$ cat src/rtl/y_result_streamer.sv
// y_result_streamer
//   Captures the 64-element result matrix of the 8x8 multiplier when its done
//   level rises. It then streams the elements one per transfer over a
//   valid/ready interface, in row-major order or, if transposed, column-major.
//
// Ports
//   clk        : single clock, rising edge
//   reset      : synchronous, active-high
//   done_in    : multiplier done level (only its rising edge matters)
//   y_flat     : 64 result words, element (r,c) at [(8r+c)*W +: W]
//   transpose  : emit order, sampled at capture (1 = column-major)
//   out_data   : current element
//   out_valid  : out_data is valid
//   out_ready  : sink accepts out_data this cycle
//   out_row    : row index of out_data
//   out_col    : column index of out_data
//   out_last   : high with the 64th element
//   busy       : high while streaming
//   overrun    : sticky, a capture request arrived mid-stream and was dropped
module y_result_streamer #(
  parameter int N = 8
) (
  input  logic                      clk,
  input  logic                      reset,
  input  logic                      done_in,
  input  logic [64*(2*N+3)-1:0]     y_flat,
  input  logic                      transpose,
  output logic [2*N+2:0]            out_data,
  output logic                      out_valid,
  input  logic                      out_ready,
  output logic [2:0]                out_row,
  output logic [2:0]                out_col,
  output logic                      out_last,
  output logic                      busy,
  output logic                      overrun
);

  localparam int W = 2*N+3;

  typedef enum logic {
    IDLE   = 1'b0,
    STREAM = 1'b1
  } state_t;

  state_t         state_r;
  state_t         state_nx_s;
  logic [5:0]     idx_r;
  logic [5:0]     idx_nx_s;
  logic           done_q_r;
  logic           mode_r;
  logic           overrun_r;
  logic [W-1:0]   buf_r [64];

  logic           rise_s;
  logic           xfer_s;
  logic           final_s;
  logic           capture_s;
  logic [2:0]     row_s;
  logic [2:0]     col_s;

  // Capture decode: a rise is accepted when idle or on the final transfer,
  // which lets back-to-back matrices stream without an idle gap.
  always_comb begin
    rise_s    = done_in & ~done_q_r;
    xfer_s    = (state_r == STREAM) & out_ready;
    final_s   = xfer_s & (idx_r == 6'd63);
    capture_s = rise_s & ((state_r == IDLE) | final_s);
  end

  // Next-state and index logic.
  always_comb begin
    state_nx_s = state_r;
    idx_nx_s   = idx_r;
    case (state_r)
      IDLE: begin
        if (capture_s) begin
          state_nx_s = STREAM;
          idx_nx_s   = 6'd0;
        end else begin
          state_nx_s = IDLE;
          idx_nx_s   = idx_r;
        end
      end
      STREAM: begin
        if (final_s) begin
          // Reload on a coincident rise, otherwise return to idle.
          state_nx_s = capture_s ? STREAM : IDLE;
          idx_nx_s   = 6'd0;
        end else if (xfer_s) begin
          state_nx_s = STREAM;
          idx_nx_s   = idx_r + 6'd1;
        end else begin
          state_nx_s = STREAM;
          idx_nx_s   = idx_r;
        end
      end
      default: begin
        state_nx_s = IDLE;
        idx_nx_s   = 6'd0;
      end
    endcase
  end

  // Control state registers: FSM, index, done edge detector, mode, overrun.
  always_ff @(posedge clk) begin
    if (reset) begin
      state_r   <= IDLE;
      idx_r     <= 6'd0;
      done_q_r  <= 1'b0;
      mode_r    <= 1'b0;
      overrun_r <= 1'b0;
    end else begin
      state_r  <= state_nx_s;
      idx_r    <= idx_nx_s;
      done_q_r <= done_in;
      if (capture_s) begin
        mode_r <= transpose;
      end else begin
        mode_r <= mode_r;
      end
      // A rise mid-stream (not on the final transfer) is dropped and flagged.
      if (rise_s && (state_r == STREAM) && !final_s) begin
        overrun_r <= 1'b1;
      end else begin
        overrun_r <= overrun_r;
      end
    end
  end

  // Result buffer; contents are don't-care after reset, so no reset term.
  always_ff @(posedge clk) begin
    if (capture_s) begin
      for (int i = 0; i < 64; i++) begin
        buf_r[i] <= y_flat[i*W +: W];
      end
    end else begin
      for (int i = 0; i < 64; i++) begin
        buf_r[i] <= buf_r[i];
      end
    end
  end

  // Element coordinates: the index is swapped into (row, col) in column-major mode.
  always_comb begin
    if (mode_r) begin
      row_s = idx_r[2:0];
      col_s = idx_r[5:3];
    end else begin
      row_s = idx_r[5:3];
      col_s = idx_r[2:0];
    end
  end

  // Output mux driven purely from registered state.
  always_comb begin
    out_data  = '0;
    out_valid = 1'b0;
    out_row   = 3'd0;
    out_col   = 3'd0;
    out_last  = 1'b0;
    busy      = 1'b0;
    if (state_r == STREAM) begin
      out_data  = buf_r[{row_s, col_s}];
      out_valid = 1'b1;
      out_row   = row_s;
      out_col   = col_s;
      out_last  = (idx_r == 6'd63);
      busy      = 1'b1;
    end else begin
      out_data  = '0;
      out_valid = 1'b0;
      out_row   = 3'd0;
      out_col   = 3'd0;
      out_last  = 1'b0;
      busy      = 1'b0;
    end
    overrun = overrun_r;
  end

endmodule

$ cat config.mk
export PLATFORM = sky130hd
export DESIGN_NAME = y_result_streamer
export DESIGN_NICKNAME = d
export VERILOG_FILES = /design/src/rtl/y_result_streamer.sv
export SDC_FILE = /design/constraint.sdc
export NUM_CORES = 2
export LEC_CHECK = 0
export BUFFER_PORTS_ARGS = -buffer_cell sky130_fd_sc_hd__buf_4
export CAP_MARGIN = 15
export CORE_AREA = 2 2 481 483
export CTS_CLUSTER_DIAMETER = 50
export CTS_CLUSTER_SIZE = 25
export DETAILED_ROUTE_END_ITERATION = 8
export DIE_AREA = 0 0 483 485
export GPL_ROUTABILITY_DRIVEN = 0
export PLACE_DENSITY = 0.52
export SYNTH_ARGS = -nofsm -noshare
export SYNTH_HDL_FRONTEND = slang
export SYNTH_SLANG_ARGS = --single-unit
$ cat constraint.sdc
create_clock -name clk -period 87.8 [get_ports clk]
set_clock_uncertainty 0.15 [all_clocks]
set_input_delay 17.56 -clock clk [delete_from_list [all_inputs] [get_ports clk]]
set_output_delay 17.56 -clock clk [all_outputs]
set_load 0.02 [all_outputs]
==> flow_metrics.env <==
export IMPL_place_hpwl_um=189000
export IMPL_synth_compound_area_share_pct=19.3
export IMPL_avgSynthCellArea_sq_um=12.5
export IMPL_p_leak_nw=25.8
export IMPL_start_util_pct=23.5
export IMPL_crit_path_max_fanout=74
export IMPL_critPathRequiredTime_ps=70090
export IMPL_layout_commonest_cell="buf_4"
export IMPL_max_slew_margin_rel_pct=19.3
export IMPL_path_class="register to output pin"
export IMPL_numCtsBuffers=167
export IMPL_max_stage_delay_ps=940
export IMPL_path_common_cell="buf_4"
export IMPL_rr_worst_depth=12
export IMPL_worstSkewPairLatency_ps=820
export IMPL_synth_top_family_by_area="compound AO/OA/AOI/OAI gates"
export IMPL_final_cell_mix="buf_4 (1313), edfxtp_1 (1216), nor2_1 (609), o21ai_0 (509), o211ai_1 (267)"
export IMPL_core_area_sq_mm=0.229
export IMPL_ys_warn_count=0
export IMPL_rsz0062_at_grt="false"
export IMPL_crit_arrival_ps=6210
export IMPL_die_h_um=485
export IMPL_syn_to_final_growth_pct=34.2
export IMPL_async_reset_ff_share_pct=0
export IMPL_htree_levels=4
export IMPL_crit_slowest_cell="dfxtp_4"
export IMPL_synth_cells=4329
export IMPL_first_pass_iters=7
export IMPL_ios=1250
export IMPL_end_kind="output pin"
export IMPL_synthMuxAreaShare_pct=1.10
export IMPL_synthFlopType="edfxtp_1"
export IMPL_antenna_found_initial=72
export IMPL_ys_types=59
export IMPL_max_freq_mhz=41.8
export IMPL_rows=176
export IMPL_synth_fa_ha_area_share_pct=0.0232
export IMPL_synth_simple_area_share_pct=8.16
export IMPL_dieArea_sq_mm=0.234
export IMPL_hold_class="register to register"
export IMPL_finalSetupViolations=0
export IMPL_grt_max_degree=186
export IMPL_cts_buffer_depth=3
export IMPL_wire_per_inst_um=30.0
export IMPL_cts_sinks=1226
export IMPL_synth_enable_flop_cells=1216
export IMPL_numPortBuffers=1249
export IMPL_fin_cells=8660
export IMPL_die_w_um=483
export IMPL_tightest_slew_ps=1210
export IMPL_synth_xor_area_share_pct=0.0487
export IMPL_clockRootBuffer="clkbuf_16"
export IMPL_post_cts_setup_buffers=0
export IMPL_vdd_drop_max_mv=0.0152
export IMPL_crit_path_start_kind="register"
export IMPL_ys_ff_latch=1226
export IMPL_path_clk_slew_ps=70
export IMPL_tns_ps=0
export IMPL_syn_cell_area_sq_mm=0.0539
export IMPL_dpl_instance_area_sq_mm=0.0663
export IMPL_maxCapViolations=0
export IMPL_drc=0
export IMPL_r2r_slack_ps=79970
export IMPL_outcome="complete, no violations"
export IMPL_drt_total_wl_um=260000
export IMPL_yosys_area_top_type_share_pct=67.7
export IMPL_synth_top_cells_by_area="edfxtp_1 (68%), o21ai_0 (4.7%), nor2_1 (4.2%)"
export IMPL_final_max_slew_viol_count=0
export IMPL_hold_violations=0
export IMPL_worstPathCellList="buf_4 > nand2_1 > o21a_4 > buf_4 > a221oi_1 > a22o_1 > nor4_2 > buf_4 > a21oi_1 > o211ai_1 > buf_4"
export IMPL_ys_seq_area_share_pct=68.1
export IMPL_cts_hold_buf=0
export IMPL_grt_pass1_wl_um=349000
export IMPL_cts_resized=0
export IMPL_overflow=0
export IMPL_period_minus_slack_ps=23920
export IMPL_dp_cells=8297
export IMPL_drt_iter0_markers=5352
export IMPL_pwr_density_cell_mw_per_mm2=21.6
export IMPL_synth_nets=5551
export IMPL_whs_path_depth=2
export IMPL_grt_pass1_vias=43100
export IMPL_nets=6662
export IMPL_total_power_mw=1.56
export IMPL_drive_gt1_share_pct=29.7
export IMPL_fin_util_pct=31.6
export IMPL_viasPerCell=5.19
export IMPL_cts_tree="done"
export IMPL_grt_use_total_pct=21.2
export IMPL_vias=45000
export IMPL_synth_largest_area_cell="edfxtp_1"
export IMPL_ant_nets=0
export IMPL_final_cell_area_sq_mm=0.0724
export IMPL_fin_crit_sh_pct=27.2
## critical path: cells and delay by family (launching register included)
| family | cells | cell delay [ps] |
|---|---|---|
| AOI/OAI and AO/OA | 5 | 2330 |
| DFF | 1 | 940 |
| buffers and inverters | 4 | 1590 |
| and+or+nand+nor | 2 | 250 |
## metrics by stage
stage / worst slack, ps / hold WS, ps
floorplan: 16740 / 361
global placement: 64600 / 337
detailed placement: 64560 / 316
CTS: 63660 / 348
global route: 63630 / 397
finish: 63880 / 360
## cell type report
type	instances	area, sq um
antenna	50	125
clock buffer	182	4280
clock inverter	131	1710
fill	23000	157000
inverter	2	10.0
multi-input combinational	2720	15700
sequential	1226	36700
tap	3026	3790
timing repair buffer	1323	10100
## Yosys cell counts (21+ instances only)
cell and instances:
o211ai_1 267, edfxtp_1 1216, a22oi_1 61, nor3_1 36, nor2_1 610, a31oi_1 43, a221oi_1 185, buf_2 174
a21o_1 21, nand2_1 252, buf_1 52, mux2i_1 47, clkbuf_1 132, o22ai_1 205, nand4_1 28, o31ai_1 104
a21oi_1 115, o21ai_0 509, nand3_1 84
## registers in the layout (all words and copies together) (netlist names)
name / count
idx_r: 6
mode_r: 1
state_r: 1
buf_r: 1216
done_q_r: 1
overrun: 1
## metal layers
layer / wire [um] / GRT usage, % / vias to the layer above
met3: 24100 / 5.85 / 453
li1: - / - / 19400
met2: 125000 / 35.1 / 2674
met1: 99100 / 25.6 / 22400
met4: 11600 / 9.48 / 16
met5: 104 / 0 / -
## power by group
group | switching (mW) | total (mW) | internal, mW | leakage (nW)
Combinational | 0.0787 | 0.136 | 0.0577 | 11.3
Clock | 0.311 | 0.726 | 0.415 | 2.88
Sequential | 0.0169 | 0.702 | 0.685 | 11.5
## worst paths after layout
path | startpoint | endpoint
worst min register to register | overrun$_SDFFE_PP0P_ | overrun$_SDFFE_PP0P_
worst max register to register | idx_r[0]$_SDFFE_PP0P_ | buf_r[45][0]$_DFFE_PP_
worst min-delay path | overrun$_SDFFE_PP0P_ | overrun$_SDFFE_PP0P_
worst max-delay path | idx_r[3]$_SDFFE_PP0P_ | out_data[0]
## logic make-up after synthesis
family          after synthesis
compound gates             1594
flops                      1226
simple gates               1069
buf+inv                     383
mux                          53
xor+xnor                      3
fa+ha+maj                     1
Power figures use the tool's default switching activity.
